## config.mk

```make
export PLATFORM = sky130hd
export DESIGN_NAME = motor_speed_ctrl
export DESIGN_NICKNAME = d
export VERILOG_FILES = /design/src/rtl/motor_speed_ctrl_pkg.sv /design/src/rtl/index_period_meas.sv /design/src/rtl/motor_speed_ctrl.sv
export SDC_FILE = /design/constraint.sdc
export NUM_CORES = 1
export LEC_CHECK = 0
export ABC_AREA = 1
export BUFFER_PORTS_ARGS = -buffer_cell sky130_fd_sc_hd__buf_2
export CAP_MARGIN = 20
export CORE_AREA = 3 3 169 171
export CTS_CLUSTER_DIAMETER = 150
export DETAILED_ROUTE_END_ITERATION = 16
export DIE_AREA = 0 0 172 174
export PLACE_DENSITY = 0.42
export SLEW_MARGIN = 20
export SYNTH_ARGS = -nofsm -noshare
export SYNTH_HDL_FRONTEND = slang
export SYNTH_SLANG_ARGS = --single-unit
```

## constraint.sdc

```tcl
create_clock -name clk -period 7.6 [get_ports clk]
set_input_delay 0.38 -clock clk [delete_from_list [all_inputs] [get_ports clk]]
set_output_delay 0.38 -clock clk [all_outputs]
set_load 0.03 [all_outputs]
```

## src/rtl/motor_speed_ctrl_pkg.sv

```systemverilog
// Shared definitions for the scan-motor speed regulator: one-hot FSM encodings and default limits.
// Optional index glitch filter is enabled by defining MOTOR_SPEED_CTRL_DEBOUNCE_EN.
package motor_speed_ctrl_pkg;

   typedef logic [3:0] state_t;

   localparam state_t ST_IDLE  = 4'b0001;
   localparam state_t ST_SPIN  = 4'b0010;
   localparam state_t ST_TRACK = 4'b0100;
   localparam state_t ST_FAULT = 4'b1000;

   localparam int unsigned PWM_PERIOD_DEF = 32'd1000;
   localparam int unsigned START_HIGH_DEF = 32'd400;
   localparam int unsigned MIN_HIGH_DEF   = 32'd50;
   localparam int unsigned MAX_HIGH_DEF   = 32'd950;

   function automatic logic [15:0] pwm_low(input logic [15:0] period, input logic [15:0] high);
      return period - high;
   endfunction

endpackage

```

## src/rtl/index_period_meas.sv

```systemverilog
// Index sensor front end: synchronizer, optional glitch filter (MOTOR_SPEED_CTRL_DEBOUNCE_EN),
// rising-edge strobe and a saturating revolution-period counter with stall compare.
module index_period_meas
   import motor_speed_ctrl_pkg::*;
#(
   parameter int unsigned       MEAS_W    = 32'd24,
   parameter logic [MEAS_W-1:0] STALL_CYC = {MEAS_W{1'b1}}
)(
   input  logic              clk,
   input  logic              rst,
   input  logic              restart,
   input  logic              index_in,
   output logic              idx_edge,
   output logic [MEAS_W-1:0] period,
   output logic              stall_evt
);

   logic              idx_meta_r;
   logic              idx_sync_r;
   logic              idx_prev_r;
   logic              idx_edge_r;
   logic              idx_lvl_s;
   logic [MEAS_W-1:0] count_r;
   logic [MEAS_W-1:0] count_inc_s;

   // two-flop synchronizer for the asynchronous sensor
   always_ff @(posedge clk) begin
      if (rst) begin
         idx_meta_r <= 1'b0;
         idx_sync_r <= 1'b0;
      end else begin
         idx_meta_r <= index_in;
         idx_sync_r <= idx_meta_r;
      end
   end

`ifdef MOTOR_SPEED_CTRL_DEBOUNCE_EN
   logic       idx_filt_r;
   logic [3:0] stable_r;

   // level follows the synced input only after 16 consecutive differing cycles
   always_ff @(posedge clk) begin
      if (rst) begin
         idx_filt_r <= 1'b0;
         stable_r   <= 4'd0;
      end else if (idx_sync_r != idx_filt_r) begin
         if (stable_r == 4'd15) begin
            idx_filt_r <= idx_sync_r;
            stable_r   <= 4'd0;
         end else begin
            stable_r <= stable_r + 4'd1;
         end
      end else begin
         stable_r <= 4'd0;
      end
   end

   assign idx_lvl_s = idx_filt_r;
`else
   assign idx_lvl_s = idx_sync_r;
`endif

   // registered rising-edge strobe
   always_ff @(posedge clk) begin
      if (rst) begin
         idx_prev_r <= 1'b0;
         idx_edge_r <= 1'b0;
      end else begin
         idx_prev_r <= idx_lvl_s;
         idx_edge_r <= idx_lvl_s & ~idx_prev_r;
      end
   end

   // saturating increment; also the period reported on an edge
   always_comb begin
      if (count_r == {MEAS_W{1'b1}}) begin
         count_inc_s = count_r;
      end else begin
         count_inc_s = count_r + {{(MEAS_W-1){1'b0}}, 1'b1};
      end
   end

   // period counter, cleared on every edge and on spin-up entry
   always_ff @(posedge clk) begin
      if (rst) begin
         count_r <= {MEAS_W{1'b0}};
      end else if (restart || idx_edge_r) begin
         count_r <= {MEAS_W{1'b0}};
      end else begin
         count_r <= count_inc_s;
      end
   end

   assign idx_edge  = idx_edge_r;
   assign period    = count_inc_s;
   assign stall_evt = (count_r >= STALL_CYC);

endmodule

```

## src/rtl/motor_speed_ctrl.sv

```systemverilog
// Closed-loop scan-motor speed regulator driving the PWM stage (enable, high_cnt, low_cnt).
// Build option MOTOR_SPEED_CTRL_DEBOUNCE_EN adds a glitch filter on the index path.
module motor_speed_ctrl
   import motor_speed_ctrl_pkg::*;
#(
   parameter int unsigned       PWM_PERIOD = PWM_PERIOD_DEF,
   parameter int unsigned       MEAS_W     = 32'd24,
   parameter int unsigned       START_HIGH = START_HIGH_DEF,
   parameter int unsigned       MIN_HIGH   = MIN_HIGH_DEF,
   parameter int unsigned       MAX_HIGH   = MAX_HIGH_DEF,
   parameter int unsigned       GAIN_SHIFT = 32'd6,
   parameter int unsigned       LOCK_TOL   = 32'd64,
   parameter int unsigned       LOCK_REVS  = 32'd4,
   parameter logic [MEAS_W-1:0] STALL_CYC  = {MEAS_W{1'b1}}
)(
   input  logic              clk,
   input  logic              rst,
   input  logic              enable,
   input  logic [MEAS_W-1:0] target_period,
   input  logic              index_in,
   output logic              pwm_en,
   output logic [15:0]       high_cnt,
   output logic [15:0]       low_cnt,
   output logic [MEAS_W-1:0] meas_period,
   output logic              meas_valid,
   output logic              locked,
   output logic              stall
);

   localparam int unsigned ERR_W = MEAS_W + 32'd1;
   localparam int unsigned SUM_W = MEAS_W + 32'd2;
   localparam int unsigned LCW   = $clog2(LOCK_REVS + 32'd1);

   localparam logic [15:0]             PERIOD_C     = 16'(PWM_PERIOD);
   localparam logic [15:0]             START_HIGH_C = 16'(START_HIGH);
   localparam logic signed [SUM_W-1:0] MIN_C        = $signed(SUM_W'(MIN_HIGH));
   localparam logic signed [SUM_W-1:0] MAX_C        = $signed(SUM_W'(MAX_HIGH));
   localparam logic [ERR_W-1:0]        LOCK_TOL_C   = ERR_W'(LOCK_TOL);
   localparam logic [LCW-1:0]          LOCK_REVS_C  = LCW'(LOCK_REVS);

   state_t              state_r;
   logic                spin_seen_r;
   logic                pwm_en_r;
   logic [15:0]         high_cnt_r;
   logic [15:0]         low_cnt_r;
   logic [MEAS_W-1:0]   meas_period_r;
   logic                meas_valid_r;
   logic [MEAS_W-1:0]   target_r;
   logic                locked_r;
   logic                stall_r;
   logic [LCW-1:0]      lock_cnt_r;

   logic                idx_edge_s;
   logic [MEAS_W-1:0]   period_s;
   logic                stall_evt_s;
   logic                restart_s;
   logic signed [ERR_W-1:0] err_s;
   logic signed [ERR_W-1:0] step_s;
   logic signed [SUM_W-1:0] sum_s;
   logic [ERR_W-1:0]    abs_err_s;
   logic [15:0]         high_next_s;
   logic [LCW-1:0]      lock_cnt_next_s;

   index_period_meas #(
      .MEAS_W    (MEAS_W),
      .STALL_CYC (STALL_CYC)
   ) u_meas (
      .clk       (clk),
      .rst       (rst),
      .restart   (restart_s),
      .index_in  (index_in),
      .idx_edge  (idx_edge_s),
      .period    (period_s),
      .stall_evt (stall_evt_s)
   );

   // the period counter and stall timer restart on the IDLE -> SPIN transition
   always_comb begin
      if ((state_r == ST_IDLE) && enable) begin
         restart_s = 1'b1;
      end else begin
         restart_s = 1'b0;
      end
   end

   // integrating duty step and lock bookkeeping for the registered measurement
   always_comb begin
      err_s  = $signed({1'b0, meas_period_r} - {1'b0, target_r});
      step_s = err_s >>> GAIN_SHIFT;
      sum_s  = $signed({{(SUM_W-16){1'b0}}, high_cnt_r} + {step_s[ERR_W-1], step_s});
      if (sum_s < MIN_C) begin
         high_next_s = 16'(MIN_HIGH);
      end else if (sum_s > MAX_C) begin
         high_next_s = 16'(MAX_HIGH);
      end else begin
         high_next_s = sum_s[15:0];
      end
      if (err_s[ERR_W-1]) begin
         abs_err_s = $unsigned(-err_s);
      end else begin
         abs_err_s = $unsigned(err_s);
      end
      if (abs_err_s > LOCK_TOL_C) begin
         lock_cnt_next_s = {LCW{1'b0}};
      end else if (lock_cnt_r >= LOCK_REVS_C) begin
         lock_cnt_next_s = LOCK_REVS_C;
      end else begin
         lock_cnt_next_s = lock_cnt_r + LCW'(32'd1);
      end
   end

   // regulator FSM with all outputs registered
   always_ff @(posedge clk) begin
      if (rst) begin
         state_r       <= ST_IDLE;
         spin_seen_r   <= 1'b0;
         pwm_en_r      <= 1'b0;
         high_cnt_r    <= START_HIGH_C;
         low_cnt_r     <= pwm_low(PERIOD_C, START_HIGH_C);
         meas_period_r <= {MEAS_W{1'b0}};
         meas_valid_r  <= 1'b0;
         target_r      <= {MEAS_W{1'b0}};
         locked_r      <= 1'b0;
         stall_r       <= 1'b0;
         lock_cnt_r    <= {LCW{1'b0}};
      end else begin
         meas_valid_r <= 1'b0;
         case (state_r)
            ST_IDLE: begin
               pwm_en_r <= 1'b0;
               if (enable) begin
                  state_r     <= ST_SPIN;
                  pwm_en_r    <= 1'b1;
                  spin_seen_r <= 1'b0;
                  lock_cnt_r  <= {LCW{1'b0}};
               end else begin
                  state_r <= ST_IDLE;
               end
            end
            ST_SPIN, ST_TRACK: begin
               if (!enable) begin
                  state_r    <= ST_IDLE;
                  pwm_en_r   <= 1'b0;
                  locked_r   <= 1'b0;
                  lock_cnt_r <= {LCW{1'b0}};
                  high_cnt_r <= START_HIGH_C;
                  low_cnt_r  <= pwm_low(PERIOD_C, START_HIGH_C);
               end else if (stall_evt_s) begin
                  state_r    <= ST_FAULT;
                  pwm_en_r   <= 1'b0;
                  stall_r    <= 1'b1;
                  locked_r   <= 1'b0;
                  lock_cnt_r <= {LCW{1'b0}};
                  high_cnt_r <= START_HIGH_C;
                  low_cnt_r  <= pwm_low(PERIOD_C, START_HIGH_C);
               end else begin
                  // the first edge after spin-up closes a partial revolution
                  if (idx_edge_s) begin
                     if ((state_r == ST_SPIN) && !spin_seen_r) begin
                        spin_seen_r <= 1'b1;
                     end else begin
                        state_r       <= ST_TRACK;
                        meas_period_r <= period_s;
                        meas_valid_r  <= 1'b1;
                        target_r      <= target_period;
                     end
                  end
                  if (meas_valid_r) begin
                     high_cnt_r <= high_next_s;
                     low_cnt_r  <= pwm_low(PERIOD_C, high_next_s);
                     lock_cnt_r <= lock_cnt_next_s;
                     locked_r   <= (lock_cnt_next_s >= LOCK_REVS_C);
                  end
               end
            end
            ST_FAULT: begin
               pwm_en_r <= 1'b0;
               if (!enable) begin
                  state_r <= ST_IDLE;
               end else begin
                  state_r <= ST_FAULT;
               end
            end
            default: begin
               state_r  <= ST_IDLE;
               pwm_en_r <= 1'b0;
            end
         endcase
      end
   end

   assign pwm_en      = pwm_en_r;
   assign high_cnt    = high_cnt_r;
   assign low_cnt     = low_cnt_r;
   assign meas_period = meas_period_r;
   assign meas_valid  = meas_valid_r;
   assign locked      = locked_r;
   assign stall       = stall_r;

endmodule
```

# Word-level counts from Yosys, hierarchy flattened
# Cells that the tools add are included.
# classes
muxes	39
n_addsub	6
magnitude_cmp	6
n_shift	0
n_bitwise	7
multipliers	0
n_eq_ne	15
reduce_logical	14
div_mod_pow	0
# ops
operator	n
$mux 16	8
$gt 25x7->1 const B	1
$mux 25	1
$neg 25->25	1
$sub 24x24->25	1
$add 24x1->24 const B	1
$eq 24x24->1 const B	1
$ge 24x24->1 const B	1
$mux 24	1
$add 17x19->20	1
$gt 20x11->1 const B	1
$lt 20x7->1 const B	1
$mux 4	5
$mux 3	6
$sub 10x16->16 const A	1
$mux 1	13
$pmux 4 s3	1
$ne 2x2->1 const B	4
$ne 4x4->1 const B	2
$ge 3x3->1 const B	2
$not 1->1	6
$pmux 3 s2	1
$reduce_and 3->1	2
$reduce_and 6->1	1
20 further kinds	24
# totals
rom_bits	0
regBits	120
out_inout_bits	60
input_bits	28
word_cells	103
ram_bits	0
n_memories	0
latchBits	0

# Logic depth before layout (Yosys ltp)
# logic_depth
ltp_word	9
ltp_mapped	42
depth_no_buf	42

# Modules after synthesis
# Synthesis repeated with hierarchy kept, for this count alone.
# unflattened
cells_unflattened	1445
hier_area_um2	8883.5
# modules_own_cells
mod	seq_area_each_um2	instances	cells_each	area_per_inst_um2
motor_speed_ctrl	1821.7	1	1195	7244.4
index_period_meas	560.5	1	250	1639.1

# Worst setup path after synthesis
# OpenSTA, ideal clock, no wires.
# synth_timing
path_type	register to register
from	reg meas_period_r[0] (netlist: meas_period[0])
to	reg low_cnt_r[6] (netlist: low_cnt[6])
synth_period_minus_slack_ps	4609
stages_incl_launch_ff	37
required_time_ps	7478
arrival_time_ps	4487
n_path_buf	1
setup_slack_ps	2991
setup_ps	122
cell_sequence	dfxtp_1 -> inv_1 -> ha_1 -> fa_1 -> inv_1 -> nand3_1 -> nand3_1 -> nand2_1 -> nand2_1 -> nand3_1 -> nand2_1 -> a21o_1 -> xor2_1 -> ha_1 -> nand2_1 -> inv_1 -> nand2_1 -> nand2_1 -> a21oi_1 -> nand2_1 -> a21oi_1 -> nor2_1 -> nand2_1 -> nand2_1 -> nor2_1 -> nand3_1 -> nand2_1 -> buf_4 -> nand3_2 -> inv_1 -> ha_1 -> nand2_2 -> a21oi_1 -> o21a_1 -> nand2_1 -> nand2_1 -> nand2_1
# synth_between
elab_chain_len	9
elab_cells_between_ends	10
classes_between	add/sub (3); order compare (2); mux (5)
# synth_lines
item	line_no	text
start, declared	motor_speed_ctrl.sv:46	logic [MEAS_W-1:0] meas_period_r;
start signal, assigned	motor_speed_ctrl.sv:120	meas_period_r <= {MEAS_W{1'b0}};
start signal, assigned	motor_speed_ctrl.sv:163	meas_period_r <= period_s;
$sub 24x24->25 *	motor_speed_ctrl.sv:88	err_s = $signed({1'b0, meas_period_r} - {1'b0, target_r});
$add 17x19->20 *	motor_speed_ctrl.sv:90	sum_s = $signed({{(SUM_W-16){1'b0}}, high_cnt_r} + {step_s[ERR_W-1], step_s});
$gt 20x11->1	motor_speed_ctrl.sv:93	end else if (sum_s > MAX_C) begin
$mux 16	motor_speed_ctrl.sv:93	
$mux 16 *	motor_speed_ctrl.sv:91	if (sum_s < MIN_C) begin
$sub 10x16->16 *	motor_speed_ctrl_pkg.sv:18	return period - high;
$mux 16 *	motor_speed_ctrl.sv:168	if (meas_valid_r) begin
$mux 16 *	motor_speed_ctrl.sv:148	end else if (stall_evt_s) begin
$mux 16 *	motor_speed_ctrl.sv:141	if (!enable) begin
end signal, assigned	motor_speed_ctrl.sv:147	low_cnt_r <= pwm_low(PERIOD_C, START_HIGH_C);
end signal, assigned	motor_speed_ctrl.sv:155	low_cnt_r <= pwm_low(PERIOD_C, START_HIGH_C);
end signal, assigned	motor_speed_ctrl.sv:170	low_cnt_r <= pwm_low(PERIOD_C, high_next_s);
end, declared	motor_speed_ctrl.sv:45	logic [15:0] low_cnt_r;
# Mark *: on every way between the ends. The rest lies on a longest branch, timed or not. The select of a mux whose other input is x is not followed.
# A chain may end at the register's enable or synchronous reset.

# Final worst setup path
# layout_timing
from	reg meas_period_r[0] (netlist: meas_period[0])
to	reg low_cnt_r[8] (netlist: low_cnt[8])
# The elaborated chain is that of the path after synthesis.

==> impl_metrics.ini <==
[pwr]
power-per-cell-area_nw_per_um2 = 177
ir_worst_vdd_mv = 0.145
leakage_nw = 4.87

[placement]
pre_cts_slack_ps = 2340
place.gp.congestion = 0.867
port-buffer-count = 87
placed_area_um2 = 8910
dp_hpwl_um = 20400

[sta]
period_minus_slack_ps = 5260
rsz0062_at_grt = no
setup_tns_ps = 0
report.final.setup_viol = 0
final_hold_viol_count = 0
slew_headroom = 0.321
worst_slew_pin_slew_ps = 1020
max_freq_ghz = 0.190
fin_crit_sh = 0.692
fin_skew_ps = 19.0
fin_ws_ps = 2340
drv_slew = 0

[layout]
fin_nets = 1459
drive_above_1_share = 0.112
areaGrowthSynthToFinish_pct = 16.7
fin_util = 0.352
diodes = 0
design_area_um2 = 9520

[cts]
root_buffer = clkbuf_16
post_cts_buffers = 0
tritoncts.num_buffers = 17
cts_max_level = 4
ctsLongestPathBuffers = 2
clk_latency_ps = 430
post_cts_resized = 0
cts-hold-fix-buffers = 0
cts_tree = built
cts.sinks = 119
clkTransAtPathRegs_ps = 70

[synthesis]
ys_ff_latch = 119
syn_area_um2 = 8160
synth.avg_cell_area_um2 = 6.26
synthFlopType = dfxtp_1
ys_warn_count = 0
yosysSeqAreaShare = 0.292
synthDistinctLibCells = 40
syn_inst = 1303
synth-edff-count = 0
async_reset_ff_frac = 0
syn_nets = 1380

[floorplan]
die-area_um2 = 29900
chipWidth_um = 172
core_um2 = 27000
die_y_um = 174
rows = 60
boundaryPins = 88
start_util = 0.302

[detailed_routing]
via_per_inst = 4.73
met1_length_um = 12700
wl_met3_um = 803
drt-initial-drc-count = 495
first_pass_iters = 5
drc_errors = 0
top_layer_used = met4
wl_um = 25900
route.met2.wl_um = 12200
postRouteAntennaNets = 0
num_vias = 8209
wl_per_cell_um = 14.9

[critical_path]
critical_path_class = flip-flop to flip-flop
arrival_ps = 5610
worstPathMaxFanout = 12
cp_common_cell = nand2_1
critPathRequiredTime_ps = 7940
end_kind = flip-flop
crit_path_max_incr_delay_ps = 440
worstSetupStartpointType = flip-flop
worst_path_max_delay_cell = xor2_1
reg2reg_depth = 34

[min_path]
holdCritPathClass = input port to flip-flop
worstHoldPathCells = 3

[grt]
overflow = 0
grt_usage = 0.175
grt_max_degree = 57
grt_pass1_wl_um = 41700
antenna_found_initial = 0
grt_pass1_vias = 7763

[run_status]
status = finished, final reports clean

[flow_run]
drv_cap = 0
worst paths after layout:
kind	from	endpoint	slack, ps
setup / recovery	meas_period[0]$_SDFFE_PP0P_	low_cnt[8]$_SDFFE_PP0P_	2340
hold / removal	index_in	u_meas.idx_meta_r$_SDFF_PP0_	160
setup reg to reg	meas_period[0]$_SDFFE_PP0P_	low_cnt[8]$_SDFFE_PP0P_	2340
hold reg to reg	u_meas.idx_prev_r$_SDFF_PP0_	u_meas.idx_edge$_SDFF_PP0_	400
metal layers:
layer | vias to the layer above | track usage
li1 | 4329 | -
met1 | 3707 | 0.238
met2 | 159 | 0.292
met3 | 14 | 0.0250
met4 | 0 | 0.0383
met5 | - | 0
synthesized netlist by cell type, drive strengths merged, types with 2 or more instances:
cell type / count / area [um2]
nor2: 157 / 604
o22ai: 2 / 12.5
clkbuf: 23 / 86.3
nor4: 9 / 62.6
xor2: 34 / 298
nand3: 79 / 410
xnor2: 9 / 78.8
buf: 8 / 52.5
a21oi: 108 / 541
nor3b: 2 / 15.0
fa: 2 / 40.0
o21ai: 72 / 360
a31oi: 3 / 18.8
o21a: 3 / 22.5
or2: 11 / 68.8
ha: 47 / 588
nand2: 359 / 1360
o21bai: 5 / 37.5
dfxtp: 119 / 2380
nand3b: 13 / 97.6
inv: 190 / 713
nand4: 26 / 175
nor3: 16 / 85.1
through the flow:
step                      hold slack [ps]  cells  power [mW]
after detailed placement              391   1704       0.867
after global placement                385   1704       0.869
after CTS                             140   1736        1.71
after global routing                  157   1736        1.76
after floorplan                       373   1303       0.809
final                                 161   1736        1.68
area by class of cell:
| class | instances | area [um2] |
|---|---|---|
| clock buffers | 17 | 425 |
| clock inverters | 15 | 180 |
| fillers | 3018 | 17500 |
| inverters | 190 | 713 |
| multi-input cells | 963 | 4930 |
| flip-flops and latches | 119 | 2380 |
| well taps | 341 | 427 |
| repair buffers | 91 | 465 |
where the power goes:
| group | internal [mW] | leakage (nW) | switching, mW |
|---|---|---|---|
| Clock | 0.446 | 0.292 | 0.384 |
| Combinational | 0.0668 | 3.62 | 0.154 |
| Sequential | 0.627 | 0.960 | 0.00349 |
| Total | 1.14 | 4.87 | 0.541 |
placed cells by master, fill, tap and decap left out, types with 2 or more instances in the layout:
master,instances
nand2_1,353
inv_1,188
nor2_1,150
dfxtp_1,119
a21oi_1,108
buf_2,87
nand3_1,76
o21ai_0,71
ha_1,47
xor2_1,34
nand4_1,24
clkbuf_16,17
nor3_1,15
nand3b_1,13
or2_2,11
xnor2_1,9
nor4_1,8
nor2_2,7
nand2_2,6
o21bai_1,5
clkinv_8,5
inv_8,5
inv_6,4
buf_4,4
a31oi_1,3
nand3_2,3
o21a_1,3
inv_2,2
nor3b_1,2
nand4_2,2
o22ai_1,2
fa_1,2
sequential cells by signal (all words and copies together) (netlist names), 3 cells and up:
register        count
high_cnt           16
low_cnt            15
lock_cnt_r          3
u_meas.count_r     24
meas_period        24
target_r           24
state_r             4
cell families after synthesis:
kind of cell	share of synthesized area
compound gates	0.127
xor+xnor	0.0462
fa+ha+maj	0.0770
buf+inv	0.104
flops	0.292
simple gates	0.354
worst max-delay path, delay by kind of cell, from the launching register on:
family	cells	cell delay (ps)
xor gates and xnor gates	1	440
adders and majority gates	4	1190
AOI/OAI and AO/OA	4	730
buffers and inverters	3	260
DFF	1	330
and+or+nand+nor	22	2250
Power figures use the tool's default switching activity.
